===== config.mk =====
export PLATFORM = sky130hd
export DESIGN_NAME = alu_sequencer_flat
export DESIGN_NICKNAME = d
export VERILOG_FILES = /design/src/rtl/alu_pkg.sv /design/src/rtl/alu_sequencer_if.sv /design/src/rtl/seq_ram.sv /design/src/rtl/alu_sequencer.sv /design/src/flat_wrapper.sv
export SDC_FILE = /design/constraint.sdc
export NUM_CORES = 1
export LEC_CHECK = 0
export ABC_AREA = 1
export BUFFER_PORTS_ARGS = -buffer_cell sky130_fd_sc_hd__buf_4
export CAP_MARGIN = 20
export CORE_MARGIN = 10
export CORE_UTILIZATION = 55
export CTS_BUF_LIST = sky130_fd_sc_hd__clkbuf_2
export DETAILED_ROUTE_END_ITERATION = 16
export GPL_TIMING_DRIVEN = 0
export PLACE_DENSITY = 0.72
export SETUP_SLACK_MARGIN = 0.02
export SLEW_MARGIN = 10
export SYNTH_ARGS = -nofsm -noshare
export SYNTH_HDL_FRONTEND = slang
export SYNTH_SLANG_ARGS = --single-unit

===== constraint.sdc =====
create_clock -name clk -period 4.8 [get_ports clk]
set_input_delay 0.96 -clock clk [delete_from_list [all_inputs] [get_ports clk]]
set_output_delay 0.96 -clock clk [all_outputs]
set_load 0.005 [all_outputs]

===== src/rtl/alu_pkg.sv =====
// Shared definitions for the ALU sequencer: opcode map, instruction word layout
// and sequencer FSM encoding.
package alu_pkg;

    localparam logic [3:0] OP_ADD  = 4'h0;
    localparam logic [3:0] OP_SUB  = 4'h1;
    localparam logic [3:0] OP_MUL  = 4'h2;
    localparam logic [3:0] OP_AND  = 4'h3;
    localparam logic [3:0] OP_OR   = 4'h4;
    localparam logic [3:0] OP_XOR  = 4'h5;
    localparam logic [3:0] OP_NAND = 4'h6;
    localparam logic [3:0] OP_NOR  = 4'h7;
    localparam logic [3:0] OP_SHL  = 4'h8;
    localparam logic [3:0] OP_SHR  = 4'h9;
    localparam logic [3:0] OP_ADDA = 4'hA;
    localparam logic [3:0] OP_MULA = 4'hB;
    localparam logic [3:0] OP_MAC  = 4'hC;
    localparam logic [3:0] OP_EQU  = 4'hD;
    localparam logic [3:0] OP_LTH  = 4'hE;
    localparam logic [3:0] OP_HALT = 4'hF;

    localparam int INSTR_W = 20;

    // Program word as stored by the host: {opcode, A, B}
    typedef struct packed {
        logic [3:0] opcode;
        logic [7:0] a;
        logic [7:0] b;
    } instr_t;

    typedef enum logic [1:0] {
        ST_IDLE,
        ST_ISSUE,
        ST_WAIT,
        ST_DONE
    } seq_state_t;

endpackage


===== src/rtl/alu_sequencer_if.sv =====
// Operand/result bus between the sequencer (master) and the ALU (slave).
interface alu_sequencer_if;
    logic [3:0] alu_opcode;
    logic [7:0] alu_a;
    logic [7:0] alu_b;
    logic [7:0] alu_result;

    modport master (output alu_opcode, output alu_a, output alu_b, input alu_result);
    modport slave  (input alu_opcode, input alu_a, input alu_b, output alu_result);
endinterface


===== src/rtl/seq_ram.sv =====
// DEPTH x W RAM: one write port, one registered read port.
// WR_FIRST selects whether a same-address read returns the word being written.
module seq_ram #(
    parameter int DEPTH    = 16,
    parameter int AW       = 4,
    parameter int W        = 8,
    parameter bit WR_FIRST = 1'b0
) (
    input  logic          clk,
    input  logic          rst,
    input  logic          we,
    input  logic [AW-1:0] waddr,
    input  logic [W-1:0]  wdata,
    input  logic [AW-1:0] raddr,
    output logic [W-1:0]  rdata
);

    logic [W-1:0] mem [DEPTH];

    always_ff @(posedge clk) begin
        if (we) begin
            mem[waddr] <= wdata;
        end
        if (rst) begin
            rdata <= '0;
        end else if (WR_FIRST && we && (waddr == raddr)) begin
            rdata <= wdata;
        end else begin
            rdata <= mem[raddr];
        end
    end

endmodule


===== src/rtl/alu_sequencer.sv =====
// Self-running operand feeder: replays a host-loaded program into the ALU and
// stores each ALU_Out in a result RAM the host can read back.
module alu_sequencer
    import alu_pkg::*;
#(
    parameter int DEPTH   = 16,
    parameter int AW      = 4,
    parameter int ALU_LAT = 1
) (
    input  logic                 clk,
    input  logic                 rst,
    input  logic                 prog_we,
    input  logic [AW-1:0]        prog_addr,
    input  logic [INSTR_W-1:0]   prog_data,
    input  logic [AW:0]          prog_len,
    input  logic                 start,
    output logic                 busy,
    output logic                 done,
    output logic [AW:0]          res_count,
    input  logic [AW-1:0]        res_addr,
    output logic [7:0]           res_data,
    alu_sequencer_if.master      alu
);

    localparam int CW = (ALU_LAT > 1) ? $clog2(ALU_LAT) : 1;

    seq_state_t    state_reg;
    logic [AW-1:0] pc_reg;
    logic [AW:0]   len_reg;
    logic [CW-1:0] cnt_reg;
    logic          busy_reg;
    logic          done_reg;
    logic [AW:0]   res_count_reg;
    logic [3:0]    op_reg;
    logic [7:0]    a_reg;
    logic [7:0]    b_reg;

    instr_t        prog_word;
    logic          prog_wen;
    logic [AW-1:0] prog_raddr;
    logic          res_we;
    logic [AW:0]   len_clamped;
    logic [AW:0]   pc_next_ext;
    logic          idle_like;

    assign idle_like   = (state_reg == ST_IDLE) || (state_reg == ST_DONE);
    assign len_clamped = (prog_len > (AW+1)'(DEPTH)) ? (AW+1)'(DEPTH) : prog_len;
    assign pc_next_ext = {1'b0, pc_reg} + 1'b1;
    assign prog_wen    = prog_we && idle_like && !rst;
    assign res_we      = !rst && (state_reg == ST_WAIT) && (cnt_reg == '0);

    // Outside a run the read port parks on word 0 so the first instruction is
    // ready when start arrives; during a run it prefetches the next word.
    assign prog_raddr  = (rst || idle_like) ? '0 : pc_next_ext[AW-1:0];

    seq_ram #(
        .DEPTH    (DEPTH),
        .AW       (AW),
        .W        (INSTR_W),
        .WR_FIRST (1'b1)
    ) u_prog_ram (
        .clk   (clk),
        .rst   (1'b0),
        .we    (prog_wen),
        .waddr (prog_addr),
        .wdata (prog_data),
        .raddr (prog_raddr),
        .rdata (prog_word)
    );

    seq_ram #(
        .DEPTH    (DEPTH),
        .AW       (AW),
        .W        (8),
        .WR_FIRST (1'b0)
    ) u_res_ram (
        .clk   (clk),
        .rst   (rst),
        .we    (res_we),
        .waddr (pc_reg),
        .wdata (alu.alu_result),
        .raddr (res_addr),
        .rdata (res_data)
    );

    always_ff @(posedge clk) begin
        if (rst) begin
            state_reg     <= ST_IDLE;
            pc_reg        <= '0;
            len_reg       <= '0;
            cnt_reg       <= '0;
            busy_reg      <= 1'b0;
            done_reg      <= 1'b0;
            res_count_reg <= '0;
            op_reg        <= '0;
            a_reg         <= '0;
            b_reg         <= '0;
        end else begin
            done_reg <= 1'b0;
            case (state_reg)
                ST_IDLE: begin
                    if (start) begin
                        pc_reg        <= '0;
                        res_count_reg <= '0;
                        // An empty program or a leading HALT ends the run without touching the ALU
                        if ((len_clamped == '0) || (prog_word.opcode == OP_HALT)) begin
                            done_reg  <= 1'b1;
                            state_reg <= ST_DONE;
                        end else begin
                            len_reg   <= len_clamped;
                            op_reg    <= prog_word.opcode;
                            a_reg     <= prog_word.a;
                            b_reg     <= prog_word.b;
                            busy_reg  <= 1'b1;
                            state_reg <= ST_ISSUE;
                        end
                    end
                end
                ST_ISSUE: begin
                    cnt_reg   <= CW'(ALU_LAT - 1);
                    state_reg <= ST_WAIT;
                end
                ST_WAIT: begin
                    if (cnt_reg != '0) begin
                        cnt_reg <= cnt_reg - 1'b1;
                    end else begin
                        res_count_reg <= res_count_reg + 1'b1;
                        if ((pc_next_ext == len_reg) || (prog_word.opcode == OP_HALT)) begin
                            busy_reg  <= 1'b0;
                            done_reg  <= 1'b1;
                            state_reg <= ST_DONE;
                        end else begin
                            pc_reg    <= pc_reg + 1'b1;
                            op_reg    <= prog_word.opcode;
                            a_reg     <= prog_word.a;
                            b_reg     <= prog_word.b;
                            state_reg <= ST_ISSUE;
                        end
                    end
                end
                ST_DONE: begin
                    state_reg <= ST_IDLE;
                end
                default: begin
                    state_reg <= ST_IDLE;
                end
            endcase
        end
    end

    assign busy           = busy_reg;
    assign done           = done_reg;
    assign res_count      = res_count_reg;
    assign alu.alu_opcode = op_reg;
    assign alu.alu_a      = a_reg;
    assign alu.alu_b      = b_reg;

endmodule


===== src/flat_wrapper.sv =====
// flat-port wrapper written by rule: the top's interface ports become plain ports
module alu_sequencer_flat import alu_pkg::*;
#(
    parameter int DEPTH   = 16,
    parameter int AW      = 4,
    parameter int ALU_LAT = 1
)
  (clk, rst, prog_we, prog_addr, prog_data, prog_len, start, busy, done, res_count, res_addr, res_data, alu_alu_opcode, alu_alu_a, alu_alu_b, alu_alu_result);
  alu_sequencer_if alu_i ();
  input  logic clk;
  input  logic rst;
  input  logic prog_we;
  input  logic [AW-1:0] prog_addr;
  input  logic [INSTR_W-1:0] prog_data;
  input  logic [AW:0] prog_len;
  input  logic start;
  output logic busy;
  output logic done;
  output logic [AW:0] res_count;
  input  logic [AW-1:0] res_addr;
  output logic [7:0] res_data;
  output wire logic [$bits(alu_i.alu_opcode)-1:0] alu_alu_opcode;
  output wire logic [$bits(alu_i.alu_a)-1:0] alu_alu_a;
  output wire logic [$bits(alu_i.alu_b)-1:0] alu_alu_b;
  input wire logic [$bits(alu_i.alu_result)-1:0] alu_alu_result;
  assign alu_alu_opcode = alu_i.alu_opcode;
  assign alu_alu_a = alu_i.alu_a;
  assign alu_alu_b = alu_i.alu_b;
  assign alu_i.alu_result = alu_alu_result;
  alu_sequencer #(.DEPTH(DEPTH), .AW(AW), .ALU_LAT(ALU_LAT)) u_core (.clk(clk), .rst(rst), .prog_we(prog_we), .prog_addr(prog_addr), .prog_data(prog_data), .prog_len(prog_len), .start(start), .busy(busy), .done(done), .res_count(res_count), .res_addr(res_addr), .res_data(res_data), .alu(alu_i));
endmodule

; Word level (Yosys, flattened, before mapping)
; Memory sizes are Yosys's and may differ from the RTL's. A register that Yosys moved wholly into a read port is not among the register bits.
; Index checks and enable logic that the tools add are counted.
[totals]
ff_bits = 39
mem_bits_rw = 448
input_bits = 45
out_inout_bits = 35
word_cells = 93
memories = 2
[mem_list]
columns = name, words, word_bits, rd, rd_clocked_by_memory_dff, wr, line_no
row1 = u_core.u_prog_ram.mem, 16, 20, 1, 1, 1, seq_ram.sv:18  ; logic [W-1:0] mem [DEPTH];
row2 = u_core.u_res_ram.mem, 16, 8, 1, 1, 1, seq_ram.sv:18
[op_classes]
n_addsub = 4
magnitude_cmp = 1
eq_ne = 10
mux = 45
bitwise_logic = 2
n_reduce_logical = 19
[op_table]
columns = cell, n
row1 = two-way mux 8 bit, 8
row2 = two-way mux 4 bit, 8
row3 = one-hot mux 8 bit (2 select lines), 2
row4 = one-hot mux 4 bit (2 select lines), 2
row5 = two-way mux 5 bit, 3
row6 = two-way mux 1 bit, 13
row7 = "inequality test 2 bit, second input constant", 5
row8 = one-hot mux 5 bit (2 select lines), 1
row9 = AND reduction 5 bit, 2
row10 = two-way mux 2 bit, 4
row11 = one-hot mux 2 bit (4 select lines), 1
row12 = one-hot mux 1 bit (2 select lines), 3
row13 = AND reduction 3 bit, 2
row14 = "adder 4 x 1 -> 5 bit, second input constant", 1
row15 = "adder 5 x 1 -> 5 bit, second input constant", 1
row16 = == test 5 bit, 1
row17 = "> comparator 5 bit, second input constant", 1
row18 = zero test 5 bit, 1
row19 = "adder 4 x 1 -> 4 bit, second input constant", 1
row20 = "== test 2 bit, second input constant", 2
row21 = "== test 4 bit, second input constant", 1
row22 = logical AND 1 bit, 4
row23 = logical OR 1 bit, 4
row24 = AND reduction 4 bit, 1
row25 = other kinds (7), 9

; Longest topological paths before layout
[logic_depth]
depth_word = 7
ltp_mapped = 17

; By module
; From an unflattened synthesis, not the netlist that was laid out.
[hier_totals]
hier_cells = 2178
area_unflattened_um2 = 21977.3
[modules_own_cells]
columns = mod, n_inst, cells_per_inst, area_per_inst_um2, seq_area_each_um2
row1 = seq_ram (u_core.u_prog_ram), 1, 1396, 14523.9, 10009.6
row2 = seq_ram (u_core.u_res_ram), 1, 536, 5688.0, 4003.8
row3 = alu_sequencer, 1, 246, 1765.4, 760.7

; Worst setup path before layout
; OpenSTA, ideal clock, no wires.
[synth_path]
path_kind = input port to flip-flop
start = in rst
end = mem u_core.u_prog_ram.mem[10][0] in the netlist's numbering, enable pin
setup_time_ps = 397
arrival_time_ps = 2316
required_ps = 4403
setup_slack_ps = 2087
cell_stages = 5
n_path_buf = 0
cell_sequence = inv_1 > nand2_1 > nor2_1 > nand3_1 > nor2_1
[synth_between]
elab_chain_cells = 4
[synth_lines]
columns = item, line_no
row1 = from (decl), flat_wrapper.sv:11  ; input logic rst;
row2 = zero test 1 bit, alu_sequencer.sv:49  ; assign prog_wen = prog_we && idle_like && !rst;
row3 = logical AND 1 bit, alu_sequencer.sv:49
row4 = two-way mux 1 bit, seq_ram.sv:21  ; if (we) begin
row5 = two-way mux 1 bit (implied by the code), seq_ram.sv:22  ; mem[waddr] <= wdata;
row6 = to (decl), seq_ram.sv:18
; No other way between the ends.

; Worst setup path in the final report
[layout_path]
start = in rst
end = mem u_core.u_prog_ram.mem[15][4] in the netlist's numbering, enable pin
; The elaborated chain is that of the path after synthesis.

==> results.tsv <==
stage	metric	value	unit
grt	antenna_found_initial	2	
sta	finalSetupTns	0	ns
floorplanning	die_width	209.3	um
synthesis	synth.avg_cell_area	12.30	sq um
worst_setup_path	timing_worst_setup_path_type	in -> reg	
synthesis	syn-num-nets	1655	
floorplanning	die-area	0.04381	sq mm
placed_design	gp_congestion	0.8525	
sta	worst_clock_skew	0.05277	ns
sta	fmax	0.3569	GHz
pwr	power.ir.vdd_worst	0.2209	mV
route	route.detailed.drc	0	
run	max_cap_viol_count	0	
sta	post-route-period-util	0.5838	
cells_and_area	largest_register	u_core.u_prog_ram.mem	
grt	gr-total-overflow	0	
clock_tree	clkLatencyLatePin	1.08	ns
cells_and_area	final_instance_count_without_filler_cells	2372	
pwr	power.static_leakage	7.912	nW
grt	number_of_global_route_vias_before_repair	13910	
synthesis	synth_seq_cells	498	
floorplanning	chipHeight	209.3	um
cells_and_area	layout_commonest_cell	edfxtp_1	
clock_tree	tritoncts	yes	
synthesis	distinct_cells_synth	33	
clock_tree	cts_setup_buffers	0	
clock_tree	sink_count	498	
synthesis	synth_area_leader_cell	edfxtp_1	
placed_design	portBuffers	77	
cells_and_area	reg_top3	u_core.u_prog_ram.mem: 320 flops, u_core.u_res_ram.mem: 128 flops	
sta	final.min_clock_period	2.802	ns
pwr	power_density	421.2	mW/mm^2
grt	grt_first_pass_wirelength	79120	um
sta	timing.final.setup_violations	0	
sta	max_slew.worst_pin.slew	0.9409	ns
worst_setup_path	required_time_of_the_critical_path	5.46	ns
worst_setup_path	critical_path_peak_fanout	20	
floorplanning	total_i_o_pin_count	80	
synthesis	yosys.area.top_type_share	0.6825	
sta	unrepaired_setup_endpoints_after_global_routing	false	
clock_tree	postCtsResizedCells	0	
synthesis	synth-warning-count	0	
route	drt_pass1_iterations	6	
floorplanning	number_of_standard_cell_rows_in_the_floorplan	69	
cells_and_area	drive_gt1_frac	0.1650	
synthesis	synthCells	1603	
cells_and_area	area.growth.synth_to_final	12.67	%
synthesis	cells_taking_the_most_area_after_synthesis	edfxtp_1, nor2_1, o21ai_0, dfxtp_1, nand2_1	
synthesis	synthesis.area	0.01971	sq mm
worst_hold_path	holdCritPathClass	in -> reg	
outcome	run_status	completed	
synthesis	synth_seq_area_share	0.7333	
route	routed_wl	52480	um
grt	global_route.usage.total	0.2346	
cells_and_area	final_cell_mix	edfxtp_1, nor2_1, o21ai_0, nand2_1, clkbuf_2	
worst_setup_path	worstSetupStartpointType	primary input	
clock_tree	clkTransAtPathRegs	0.13	ns
clock_tree	cts_made_buffers	118	
sta	final-max-slew-violation-count	0	
route	drtAntennaViolNets	0	
route	vias	13880	
route	first_iter_violations	1451	
route	wl_per_cell	22.12	um
grt	grt_start_max_net_pins	21	
clock_tree	cts.htree.levels	3	
cells_and_area	largest_reg_flops	320	
floorplanning	core_area	0.03548	sq mm
clock_tree	clock_path_buffers	3	
route	viasPerCell	5.852	
sta	hold_viol	0	
worst_setup_path	critical_path_arrival	3.46	ns
cells_and_area	finish.net_count	1860	
placed_design	placedCellCount	2148	
worst_setup_path	crit_path_end_kind	flop	
sta	timing.slew.headroom	0.3712	
floorplanning	floorplan.initialDensity	0.5555	
placed_design	detailedPlacementHpwl	33110	um
clock_tree	cts_root_buffer	clkbuf_2	
## layer usage
layer | global-route usage | part of all wire | wire [um]
met1 | 0.2908 | 0.38 | 20000
met3 | 0.05999 | 0.11 | 5601
met2 | 0.3807 | 0.47 | 24890
met4 | 0.1087 | 0.038 | 1982
met5 | 0 | 0 | 0
## worst max-delay path, cell delays in order
cell and delay, ns:
dlygate4sd3_1 0.55, buf_4 0.15, inv_1 0.22, nand2_1 0.08, nor2_1 0.26, nand3_1 0.38, nor2_4 0.83
## metrics by stage
step / instance area (sq um) / hold slack, ns / setup WS, ns / total power, W / utilization
global placement: 20870 / 0.4559 / 0.4831 / 0.006646 / 0.5880
CTS: 22200 / 0.09623 / 2.077 / 0.009371 / 0.6257
global route: 22210 / 0.08478 / 1.932 / 0.009783 / 0.6259
detailed placement: 21090 / 0.4607 / 1.538 / 0.006693 / 0.5945
floorplan: 19710 / 0.4528 / 2.087 / 0.005988 / -
finish: 22210 / 0.1775 / 1.998 / 0.009353 / 0.6259
## logic make-up (layout without fill, tap and decap cells)
| logic type | after synthesis | count (layout) | synth area share |
|---|---|---|---|
| buffers and inverters | 171 | 477 | 0.03764 |
| XOR/XNOR | 6 | 6 | 0.002666 |
| AND/OR/NAND/NOR | 546 | 546 | 0.1103 |
| AO/OA/AOI/OAI | 375 | 375 | 0.1116 |
| adder cells (fa/ha/maj) | 7 | 7 | 0.004443 |
| other | 0 | 2 | 0 |
| flip-flops | 498 | 498 | 0.7333 |
## power by group
group | switching (W) | total, W | leakage (nW) | internal (W)
logic | 0.00114 | 0.00168 | 2.65 | 0.000540
registers | 0.0000864 | 0.00494 | 4.44 | 0.00485
clock network | 0.00166 | 0.00273 | 0.824 | 0.00107
## worst paths after layout
check	cells past startpoint	slack, ns	start	endpoint
worst max register to register	10	2.01	flop	u_core.alu.alu_b[5]
worst min register to register	2	0.48	u_core.busy	u_core.busy
worst max-delay path	7	2.00	rst	u_core.u_prog_ram.mem[15][4]
worst min-delay path	1	0.18	prog_data[17]	u_core.u_prog_ram.mem[15][17]
## repair_timing
item	in CTS	in global routing
hold buffers	1	0
setup endpoints to repair	0	0
endpoints found under the hold margin	1	0
## final cells by class
class	count	area (sq um)
fillers	2718	13280
inverters	76	287.8
flip-flops and latches	498	14450
clock inverters	50	244.0
well taps	461	576.8
clock buffers	171	855.8
repair buffers	85	715.7
plain buffers	95	454.2
multi-input cells	934	4614
diodes	2	5.005
## cells in the mapped netlist, drive strengths merged
cell type and instances:
o21ai 229, buf 26, inv 75, o22ai 55
nand4 6, nor3b 2, dfxtp 50, ha 7
xor2 4, nand2 177, nor3 2, o221ai 42
a21oi 24, nor4 2, nand3 58, clkbuf 69
o211ai 17, xnor2 2, a211oi 1, clkinv 1
edfxtp 448, o221a 7, nor2 299
Power figures use the tool's default switching activity.
